File: src/rtl/inst_fetch_queue_pkg.sv
// Shared definitions for the instruction-fetch front end.
// Holds the fetch FSM state encoding, datapath widths, the PC step and the
// {pc, inst} queue entry layout used by the top and its fetch FIFO.
package inst_fetch_queue_pkg;

  localparam int unsigned INST_W = 32;
  localparam int unsigned PC_W   = 32;
  localparam logic [PC_W-1:0] PC_STEP = 32'd4;

  typedef enum logic [1:0] {
    FS_IDLE  = 2'd0,
    FS_RUN   = 2'd1,
    FS_FLUSH = 2'd2
  } fs_state_e;

  // Queue entry: PC in the upper half, instruction word in the lower half.
  typedef struct packed {
    logic [PC_W-1:0]   pc;
    logic [INST_W-1:0] inst;
  } fetch_entry_t;

  // Redirect targets are word aligned; the two byte-offset bits are discarded.
  function automatic logic [PC_W-1:0] align_pc(input logic [PC_W-1:0] pc);
    return {pc[PC_W-1:2], 2'b00};
  endfunction

endpackage

File: src/rtl/inst_fetch_queue_fetch_fifo.sv
// Small FIFO of fetched {pc, inst} entries feeding decode.
// Ports:
//   clk, rst_n      clock, asynchronous active-low reset
//   flush_i         empty the queue at the next edge (wins over push/pop)
//   push_i          append push_data_i at the tail
//   push_data_i     entry to append
//   pop_i           drop the head entry (ignored while empty)
//   count_o         number of valid entries
//   valid_o         registered "queue not empty"
//   head_o          registered copy of the head entry (holds while empty)
module inst_fetch_queue_fetch_fifo
  import inst_fetch_queue_pkg::*;
#(
  parameter int unsigned DEPTH = 4
) (
  input  logic                       clk,
  input  logic                       rst_n,
  input  logic                       flush_i,
  input  logic                       push_i,
  input  fetch_entry_t               push_data_i,
  input  logic                       pop_i,
  output logic [$clog2(DEPTH):0]     count_o,
  output logic                       valid_o,
  output fetch_entry_t               head_o
);

  localparam int unsigned PTR_W = $clog2(DEPTH);
  localparam int unsigned CNT_W = PTR_W + 1;
  localparam logic [CNT_W-1:0] FULL_CNT = CNT_W'(DEPTH);
  localparam logic [PTR_W-1:0] PTR_ONE  = PTR_W'(1);
  localparam logic [CNT_W-1:0] CNT_ONE  = CNT_W'(1);

  fetch_entry_t     mem_q [DEPTH];
  logic [PTR_W-1:0] wr_ptr_q, wr_ptr_d;
  logic [PTR_W-1:0] rd_ptr_q, rd_ptr_d;
  logic [CNT_W-1:0] count_q, count_d;
  logic             valid_q, valid_d;
  fetch_entry_t     head_q, head_d;
  logic             pop_en_s;
  logic             push_en_s;

  // Pointer, count and next-head computation.
  always_comb begin
    wr_ptr_d  = wr_ptr_q;
    rd_ptr_d  = rd_ptr_q;
    count_d   = count_q;
    head_d    = head_q;
    pop_en_s  = pop_i && valid_q && !flush_i;
    push_en_s = push_i && !flush_i && ((count_q != FULL_CNT) || pop_en_s);

    if (flush_i) begin
      wr_ptr_d = '0;
      rd_ptr_d = '0;
      count_d  = '0;
    end else begin
      if (push_en_s) begin
        wr_ptr_d = wr_ptr_q + PTR_ONE;
      end else begin
        wr_ptr_d = wr_ptr_q;
      end
      if (pop_en_s) begin
        rd_ptr_d = rd_ptr_q + PTR_ONE;
      end else begin
        rd_ptr_d = rd_ptr_q;
      end
      case ({push_en_s, pop_en_s})
        2'b10:   count_d = count_q + CNT_ONE;
        2'b01:   count_d = count_q - CNT_ONE;
        default: count_d = count_q;
      endcase
      // The next head either already sits in the array or is the entry being
      // written this very cycle (queue empty, or draining its last entry).
      if (count_d != '0) begin
        if (push_en_s && (wr_ptr_q == rd_ptr_d)) begin
          head_d = push_data_i;
        end else begin
          head_d = mem_q[rd_ptr_d];
        end
      end else begin
        head_d = head_q;
      end
    end
    valid_d = (count_d != '0);
  end

  // Queue state registers.
  always_ff @(posedge clk or negedge rst_n) begin
    if (!rst_n) begin
      wr_ptr_q <= '0;
      rd_ptr_q <= '0;
      count_q  <= '0;
      valid_q  <= 1'b0;
      head_q   <= '0;
    end else begin
      wr_ptr_q <= wr_ptr_d;
      rd_ptr_q <= rd_ptr_d;
      count_q  <= count_d;
      valid_q  <= valid_d;
      head_q   <= head_d;
    end
  end

  // Entry storage, written at the tail on push.
  always_ff @(posedge clk or negedge rst_n) begin
    if (!rst_n) begin
      for (int i = 0; i < DEPTH; i++) begin
        mem_q[i] <= '0;
      end
    end else if (push_en_s) begin
      mem_q[wr_ptr_q] <= push_data_i;
    end
  end

  assign count_o = count_q;
  assign valid_o = valid_q;
  assign head_o  = head_q;

endmodule

File: src/rtl/inst_fetch_queue.sv
// Instruction-fetch front end: owns the PC, drives a synchronous-read
// instruction memory (one-cycle latency) and queues fetched words for decode.
// Ports:
//   clk, rst_n        clock, asynchronous active-low reset
//   imem_addr_o       instruction memory index (low ADDR_W bits of the byte PC)
//   imem_en_o         read request this cycle; data arrives next cycle
//   imem_data_i       read data for last cycle's request
//   redirect_i        flush all queued/in-flight fetches, restart at redirect_pc_i
//   redirect_pc_i     new PC (byte offset bits ignored)
//   id_valid_o        id_inst_o/id_pc_o hold a valid instruction
//   id_ready_i        decode takes the head when id_valid_o & id_ready_i
//   id_inst_o         instruction at queue head
//   id_pc_o           byte PC of id_inst_o
module inst_fetch_queue
  import inst_fetch_queue_pkg::*;
#(
  parameter int unsigned     ADDR_W   = 8,
  parameter int unsigned     DEPTH    = 4,
  parameter logic [PC_W-1:0] RESET_PC = 32'h0000_0000
) (
  input  logic              clk,
  input  logic              rst_n,
  output logic [ADDR_W-1:0] imem_addr_o,
  output logic              imem_en_o,
  input  logic [INST_W-1:0] imem_data_i,
  input  logic              redirect_i,
  input  logic [PC_W-1:0]   redirect_pc_i,
  output logic              id_valid_o,
  input  logic              id_ready_i,
  output logic [INST_W-1:0] id_inst_o,
  output logic [PC_W-1:0]   id_pc_o
);

  localparam int unsigned CNT_W = $clog2(DEPTH) + 1;
  localparam int unsigned OCC_W = CNT_W + 1;
  localparam logic [OCC_W-1:0] DEPTH_OCC = OCC_W'(DEPTH);

  fs_state_e        state_q, state_d;
  logic [PC_W-1:0]  pc_q, pc_d;
  logic             inflight_q, inflight_d;
  logic [PC_W-1:0]  inflight_pc_q, inflight_pc_d;

  logic [CNT_W-1:0] count_s;
  logic [OCC_W-1:0] occupancy_s;
  logic             credit_ok_s;
  logic             issue_s;
  logic             flush_s;
  logic             pop_s;
  fetch_entry_t     push_entry_s;
  fetch_entry_t     head_s;

  // A request is only issued when a queue slot is guaranteed for its data,
  // counting the word that may still be on its way back from memory.
  assign occupancy_s = OCC_W'(count_s) + OCC_W'(inflight_q);
  assign credit_ok_s = (occupancy_s < DEPTH_OCC);

  // Fetch FSM, PC sequencing and request issue.
  always_comb begin
    state_d       = state_q;
    pc_d          = pc_q;
    inflight_d    = 1'b0;
    inflight_pc_d = inflight_pc_q;
    issue_s       = 1'b0;
    flush_s       = 1'b0;
    case (state_q)
      FS_IDLE: begin
        state_d = FS_RUN;
      end
      FS_RUN, FS_FLUSH: begin
        if (redirect_i) begin
          flush_s = 1'b1;
          pc_d    = align_pc(redirect_pc_i);
          state_d = FS_FLUSH;
        end else begin
          state_d = FS_RUN;
          if (credit_ok_s) begin
            issue_s       = 1'b1;
            inflight_d    = 1'b1;
            inflight_pc_d = pc_q;
            pc_d          = pc_q + PC_STEP;
          end else begin
            pc_d = pc_q;
          end
        end
      end
      default: begin
        state_d = FS_IDLE;
      end
    endcase
  end

  // FSM, PC and in-flight tracking registers.
  always_ff @(posedge clk or negedge rst_n) begin
    if (!rst_n) begin
      state_q       <= FS_IDLE;
      pc_q          <= RESET_PC;
      inflight_q    <= 1'b0;
      inflight_pc_q <= '0;
    end else begin
      state_q       <= state_d;
      pc_q          <= pc_d;
      inflight_q    <= inflight_d;
      inflight_pc_q <= inflight_pc_d;
    end
  end

  // Returning data is tagged with the PC it was fetched from; a redirect in
  // the same cycle discards it through the FIFO flush.
  assign push_entry_s = {inflight_pc_q, imem_data_i};
  assign pop_s        = id_ready_i && !redirect_i;

  inst_fetch_queue_fetch_fifo #(
    .DEPTH(DEPTH)
  ) u_fetch_fifo (
    .clk         (clk),
    .rst_n       (rst_n),
    .flush_i     (flush_s),
    .push_i      (inflight_q),
    .push_data_i (push_entry_s),
    .pop_i       (pop_s),
    .count_o     (count_s),
    .valid_o     (id_valid_o),
    .head_o      (head_s)
  );

  assign imem_en_o   = issue_s;
  assign imem_addr_o = pc_q[ADDR_W-1:0];
  assign id_inst_o   = head_s.inst;
  assign id_pc_o     = head_s.pc;

endmodule
File: config.mk
export PLATFORM = sky130hd
export DESIGN_NAME = inst_fetch_queue
export DESIGN_NICKNAME = d
export VERILOG_FILES = /design/src/rtl/inst_fetch_queue_pkg.sv /design/src/rtl/inst_fetch_queue_fetch_fifo.sv /design/src/rtl/inst_fetch_queue.sv
export SDC_FILE = /design/constraint.sdc
export NUM_CORES = 1
export LEC_CHECK = 0
export ABC_CLOCK_PERIOD_IN_PS = 3450
export BUFFER_PORTS_ARGS = -buffer_cell sky130_fd_sc_hd__clkbuf_2
export CELL_PAD_IN_SITES_DETAIL_PLACEMENT = 0
export CELL_PAD_IN_SITES_GLOBAL_PLACEMENT = 1
export CORE_UTILIZATION = 48
export CTS_CLUSTER_DIAMETER = 40
export DETAILED_ROUTE_END_ITERATION = 8
export GPL_TIMING_DRIVEN = 0
export PLACE_DENSITY_LB_ADDON = 0.05
export SETUP_SLACK_MARGIN = 0.4
export SYNTH_ARGS = -nofsm -noshare
export SYNTH_HDL_FRONTEND = slang
export SYNTH_SLANG_ARGS = --single-unit
export TNS_END_PERCENT = 50
File: constraint.sdc
create_clock -name clk -period 3.45 [get_ports clk]
set_clock_uncertainty 0.15 [all_clocks]
set_input_delay 0.1725 -clock clk [delete_from_list [all_inputs] [get_ports clk]]
set_output_delay 0.1725 -clock clk [all_outputs]
set_load 0.05 [all_outputs]
== Word-level counts from Yosys, hierarchy flattened ==
Index checks and enable logic that the tools add are counted.
Widths: inputs -> output; s select.

* Flip-flop bits (word level): 395
* Input bits: 68
* Output and inout port bits: 74

* $add $sub $neg: 6
* Eq/ne operators: 6
* Order comparisons: 4
* Multiplexer cells: 24
* Bitwise logic cells: 4
* Reduce and logical (&&, ||, !) cells: 19

{| class="wikitable"
|+ Operators with widths
! operator !! count
|-
| $bwmux 256 || 1
|-
| $mux 64 || 4
|-
| $bmux 64 s2 || 1
|-
| $demux 64 s2 || 1
|-
| $mux 32 || 2
|-
| $add 32x3->32 const B || 1
|-
| $mux 2 || 6
|-
| $logic_and 1x1->1 || 7
|-
| $ge 3x3->1 const B || 2
|-
| $mux 3 || 2
|-
| $not 2->3 || 2
|-
| $pmux 3 s2 || 1
|-
| $reduce_bool 3->1 || 2
|-
| $mux 1 || 5
|-
| $add 2x1->2 const B || 2
|-
| $add 3x1->4 || 1
|-
| $eq 2x1->1 const B || 2
|-
| $eq 2x2->1 const B || 2
|-
| $lt 4x3->1 const B || 1
|-
| $pmux 2 s2 || 1
|-
| $reduce_and 2->1 || 2
|-
| $reduce_bool 2->1 || 2
|-
| $add 3x1->3 const B || 1
|-
| $lt 3x1->1 const B || 1
|-
| other kinds (9) || 11
|}

== Longest topological paths before layout ==
* Word-level depth: 12
* Gate-level depth with buffers: 12
* Mapped depth without buffers: 9

== Hierarchy ==
Synthesis repeated with hierarchy kept, for this count alone.

* Cell total of the unflattened synthesis: 1976
* Area total of the unflattened synthesis: 21051.4 um^2

{| class="wikitable"
|+ Modules (own cells, without submodules)
! module !! cells each !! area each (um^2) !! instances !! seq. area each (um^2)
|-
| inst_fetch_queue_fetch_fifo || 1645 || 17739.5 || 1 || 8207.9
|-
| inst_fetch_queue || 331 || 3311.9 || 1 || 1576.5
|}

== Least setup slack after synthesis ==
OpenSTA, ideal clock, no wires.

* Kind: register -> register
* Start point: reg u_fetch_fifo.valid_q, in the netlist u_fetch_fifo.valid_o
* End point: reg u_fetch_fifo.head_q (netlist bit u_fetch_fifo.head_o[0])
* Path buffers: 4
* Path slack: 429 ps
* Period minus slack after synthesis: 3021 ps
* Arrival time: 2789 ps
* Setup time: 82 ps
* Stages on the path, launching flop included: 12
* Cell sequence: dfrtp_1 and3b_1 buf_2 nand2_1 fa_1 a2111oi_0 o21ai_1 o211a_1 clkbuf_1 buf_2 buf_2 a31oi_1

* Cells in the longest elaborated chain, start to end: 9
* Elaborated cells between the ends (all ways): 19
* Those cells by class: eq/ne (3); mux (8); bitwise (1); reduce/logical (7)

{| class="wikitable"
|+ Ends and longest elaborated chain
! element !! line !! source
|-
| start: declaration || inst_fetch_queue_fetch_fifo.sv:37 || <nowiki>logic valid_q, valid_d;</nowiki>
|-
| start signal: assignment || inst_fetch_queue_fetch_fifo.sv:98 || <nowiki>valid_q <= valid_d;</nowiki>
|-
| $logic_and 1x1->1 * (2 in series) || inst_fetch_queue_fetch_fifo.sv:48 || <nowiki>pop_en_s = pop_i && valid_q && !flush_i;</nowiki>
|-
| $logic_or 1x1->1 / $mux 2 (equally long branches) || inst_fetch_queue_fetch_fifo.sv:49, inst_fetch_queue_fetch_fifo.sv:61 ||
|-
| $logic_and 1x1->1 / $mux 2 (equally long branches) || inst_fetch_queue_fetch_fifo.sv:49, inst_fetch_queue_fetch_fifo.sv:51 ||
|-
| $eq 2x1->1 (tied with other cells) || inst_fetch_queue_fetch_fifo.sv:66 || <nowiki>case ({push_en_s, pop_en_s})</nowiki>
|-
| $pmux 3 s2 / $bmux 64 s2 (equally long branches) || inst_fetch_queue_fetch_fifo.sv:66, inst_fetch_queue_fetch_fifo.sv:77 ||
|-
| $mux 3 / $mux 64 (equally long branches) || inst_fetch_queue_fetch_fifo.sv:51, inst_fetch_queue_fetch_fifo.sv:77 ||
|-
| $reduce_bool 3->1 / $mux 64 (equally long branches) || inst_fetch_queue_fetch_fifo.sv:73, inst_fetch_queue_fetch_fifo.sv:77 ||
|-
| $reduce_and 2->1 (no source line) / $mux 64 (equally long branches) || n/a ||
|-
| end signal: assignment || inst_fetch_queue_fetch_fifo.sv:93 || <nowiki>head_q <= '0;</nowiki>
|-
| end signal: assignment || inst_fetch_queue_fetch_fifo.sv:99 || <nowiki>head_q <= head_d;</nowiki>
|-
| end: declaration || inst_fetch_queue_fetch_fifo.sv:38 || <nowiki>fetch_entry_t head_q, head_d;</nowiki>
|}

Mark *: on every way between the ends. The rest lies on a longest branch, timed or not. The select of a mux whose other input is x is not followed.
A chain may end at the register's enable or synchronous reset.

== Final worst setup path ==
* Start point: reg u_fetch_fifo.rd_ptr_q[0]
* End point: reg u_fetch_fifo.head_q (netlist bit u_fetch_fifo.head_o[62])

* Cells in the longest elaborated chain, start to end: 8
* Elaborated cells between the ends (all ways): 10
* Those cells by class: add/sub (1); eq/ne (1); mux (6); bitwise (1); reduce/logical (1)

{| class="wikitable"
|+ Ends and longest elaborated chain
! element !! line !! source
|-
| start: declaration || inst_fetch_queue_fetch_fifo.sv:35 || <nowiki>logic [PTR_W-1:0] rd_ptr_q, rd_ptr_d;</nowiki>
|-
| start signal: assignment || inst_fetch_queue_fetch_fifo.sv:96 || <nowiki>rd_ptr_q <= rd_ptr_d;</nowiki>
|-
| $add 2x1->2 || inst_fetch_queue_fetch_fifo.sv:62 || <nowiki>rd_ptr_d = rd_ptr_q + PTR_ONE;</nowiki>
|-
| $mux 2 * || inst_fetch_queue_fetch_fifo.sv:61 || <nowiki>if (pop_en_s) begin</nowiki>
|-
| $mux 2 * || inst_fetch_queue_fetch_fifo.sv:51 || <nowiki>if (flush_i) begin</nowiki>
|-
| $not 2->3 (not written as such) || inst_fetch_queue_fetch_fifo.sv:77 || <nowiki>head_d = mem_q[rd_ptr_d];</nowiki>
|-
| $bmux 64 s2 || inst_fetch_queue_fetch_fifo.sv:77 ||
|-
| $mux 64 (not written as such) (2 in series) || inst_fetch_queue_fetch_fifo.sv:77 ||
|-
| $mux 64 * || inst_fetch_queue_fetch_fifo.sv:74 || <nowiki>if (push_en_s && (wr_ptr_q == rd_ptr_d)) begin</nowiki>
|}

Marked as above.

==> key figures <==
Cells and area
  • Final nets: 2153
  • Ant. Diodes: 0
  • Area growth, synth to finish: 22.8%
  • Fillers: 3433
  • Final cell count without fillers: 2653
  • Final Instance Area: 23700 µm²
  • Share of layout cells above drive strength 1: 30.9%
  • Area of the multi-input gates: 9010 µm²
  • Sequential cell area: 9540 µm²

Placement
  • Port bufs: 135
  • DP HPWL: 38200 µm
  • Placed cell areas: 20700 µm²
  • Placed Cells: 2469
  • Routability cong.: 0.920

Worst setup path
  • Critical path startpoint category: register
  • Setup crit end kind: register
  • Critical path arrival: 3280 ps
  • Worst-path maximum fanout: 10
  • Worst Setup Path Type: reg2reg
  • Critical Path RT: 3850 ps

Job
  • Max cap viols: 0

Synth
  • YS warnings: 0
  • Post-synth top flop: dfrtp_1
  • Post-Syn Area per Cell: 10.7 µm²
  • Count leader, synth: dfrtp_1
  • Synth cell types: 53
  • Top area cells in the synthesized netlist: dfrtp_1 49%, mux2_2 18%, nand2_1 4.6%
  • Yosys top cell area share: 49.5%
  • Register area share after synthesis: 49.5%
  • Gate Count Post-Synth: 1803
  • Cell taking the most area after synthesis: dfrtp_1
  • Top cells by count, synth: 381 x dfrtp_1, 310 x mux2_2, 236 x nand2_1
  • EDFF count, synth: 0
  • Asr flop ratio synth: 100%
  • Seq cells post-synth: 381
  • Mapped Area: 19300 µm²

CTS
  • Clk root buf: clkbuf_16
  • CTS clock-pin slew for the worst setup and hold paths: 60 ps
  • Inserted Clock Buffers: 60
  • CTS sink cnt: 381
  • H-tree depth: 2
  • Clock Path Buffers: 3
  • CTS tree: built
  • Clk Latency, worst-skew pair: 620 ps

Floorplan
  • Die area: 40900 µm²
  • Die width: 202 µm
  • Boundary pin count: 142
  • Starting Density: 48.6%
  • Die Y: 202 µm
  • Num rows: 73
  • Core area: 39600 µm²

Timing
  • Final hold vios: 0
  • Fin crit share: 83.6%
  • RSZ-0062 raised after global routing: yes
  • Final Max Tran Viols: 0
  • Fmax: 347 MHz
  • Final Critical Period: 2880 ps
  • Rel. slew slack: 48.6%
  • Final setup viols: 0
  • Worst slew pin tran: 772 ps

Outcome
  • Status: completed

Route
  • DR vias: 15700
  • Initial DRC Count: 859
  • Final ANT Viol Nets: 0
  • DRC viols: 0
  • Pre-antenna DRT Iters: 5
  • Wire length per cell: 21.8 µm
  • DRT Wirelength: 57800 µm
  • Vias per inst: 5.90

Power and ir drop
  • Max VDD drop: 0.551 mV
  • Power Dens Cells: 1150 nW/µm²
  • Leakage: 10.5 nW

GRT
  • Largest net degree at the start of global routing: 115
  • Vias in the first global route: 16000
  • First-pass GRT wire length: 90800 µm
  • Grt ovf: 0
  • Antenna violations before repair: 0
  • Global Route Usage Sum: 28.4%

Hold path
  • Hold Path Class: in2async
logic make-up after synthesis:
family	count (synthesis)	share of synthesized area [%]
flops	381	49.5
xor+xnor	6	0.273
simple gates	439	9.24
other cells	1	0.0195
mux	319	18.6
fa+ha+maj	8	0.559
compound gates	468	17.8
buf+inv	181	4.05
metal layers:
metal / vias to the layer above / track usage [%] / wire, µm
met4: 0 / 10.2 / 1640
met5: - / 0 / 0
met3: 107 / 5.40 / 3420
li1: 7217 / - / -
met2: 483 / 46.7 / 27700
met1: 7848 / 37.5 / 25000
sequential cells by signal, summed over array words and instances, names as in the netlist, 2 cells and up:
name	cells
inflight_pc_q	30
pc_q	30
state_q	2
u_fetch_fifo.count_o	3
u_fetch_fifo.head_o	62
u_fetch_fifo.mem_q	248
u_fetch_fifo.rd_ptr_q	2
u_fetch_fifo.wr_ptr_q	2
final timing paths:
check | from | slack, ps | end | cells after the start
min in group clk | redirect_i | 100 | pc_q[13] | 4
max in group asynchronous | rst_n | 2070 | pc_q[25] | 4
max | u_fetch_fifo.rd_ptr_q[0] | 570 | u_fetch_fifo.head_o[62] | 6
min reg2reg | u_fetch_fifo.mem_q[178] | 350 | u_fetch_fifo.mem_q[178] | 1
max reg2reg | u_fetch_fifo.rd_ptr_q[0] | 570 | u_fetch_fifo.head_o[62] | 6
min | rst_n | 30 | u_fetch_fifo.head_o[22] | 3
critical path, stage by stage, from the launching register on:
cell and delay [ps]:
dfrtp_1 320, clkbuf_1 500, clkbuf_2 410, clkbuf_1 530
o21ai_0 370, a211o_1 370, a31oi_1 160
final cells by class:
cell class,instances,share of cell area (%)
inverter,18,0.301
buffer,163,3.17
multi-input combinational,1244,38.1
timing repair buffer,209,6.26
tap,525,2.78
clock buffer,68,6.73
clock inverter,45,2.39
sequential,381,40.3
metrics by stage:
stage | TNS (ps) | util (%) | hold WS, ps | total power [mW] | setup slack, ps
2_1_floorplan | 0 | - | -273 | 16.9 | 429
3_3_place_gp | -2450050 | 52.0 | 262 | 20.2 | -6490
3_5_place_dp | -5750 | 52.2 | 30.4 | 20.5 | -155
4_1_cts | 0 | 59.4 | 4.81 | 27.2 | 355
5_1_grt | 0 | 59.7 | 25.6 | 28.8 | 398
6_report | 0 | 59.7 | 27.7 | 27.2 | 567
power breakdown:
part / leakage, nW / switching, mW / internal, mW / total, mW
registers: 4.82 / 1.64 / 6.57 / 8.21
logic: 4.69 / 7.50 / 5.08 / 12.6
clock network: 1.04 / 2.35 / 4.05 / 6.40
total: 10.5 / 11.5 / 15.7 / 27.2
repair_timing:
| action | CTS | global route |
|---|---|---|
| endpoints found under the hold margin | 457 | 0 |
| cloned | 0 | 0 |
| hold buffers | 64 | 0 |
| buffers inserted | 2 | 5 |
| resized for setup | 16 | 28 |
| pin swaps | 1 | 1 |
| endpoints found under the setup margin | 67 | 230 |
placed cells by master, fill, tap and decap left out, drive strengths merged, types with 2 or more instances in the layout:
cell	instances
inv	32
or4	3
and3	5
nor3	15
a31oi	66
nand4	3
a22oi	12
a21oi	17
ha	7
bufinv	9
o221ai	61
o22ai	70
a211o	62
o21a	64
clkinv	13
o31ai	65
conb	4
nand3	10
o311a	2
mux2	310
a2111oi	2
or2	4
a211oi	6
a221o	4
a41o	2
mux2i	9
xnor2	6
and4	3
nand2	237
dlygate4sd3	63
clkinvlp	9
o21ai	27
clkbuf	298
buf	79
nor2	150
dfrtp	381
nor4	4
No activity file was read; power rests on OpenSTA's default activity.
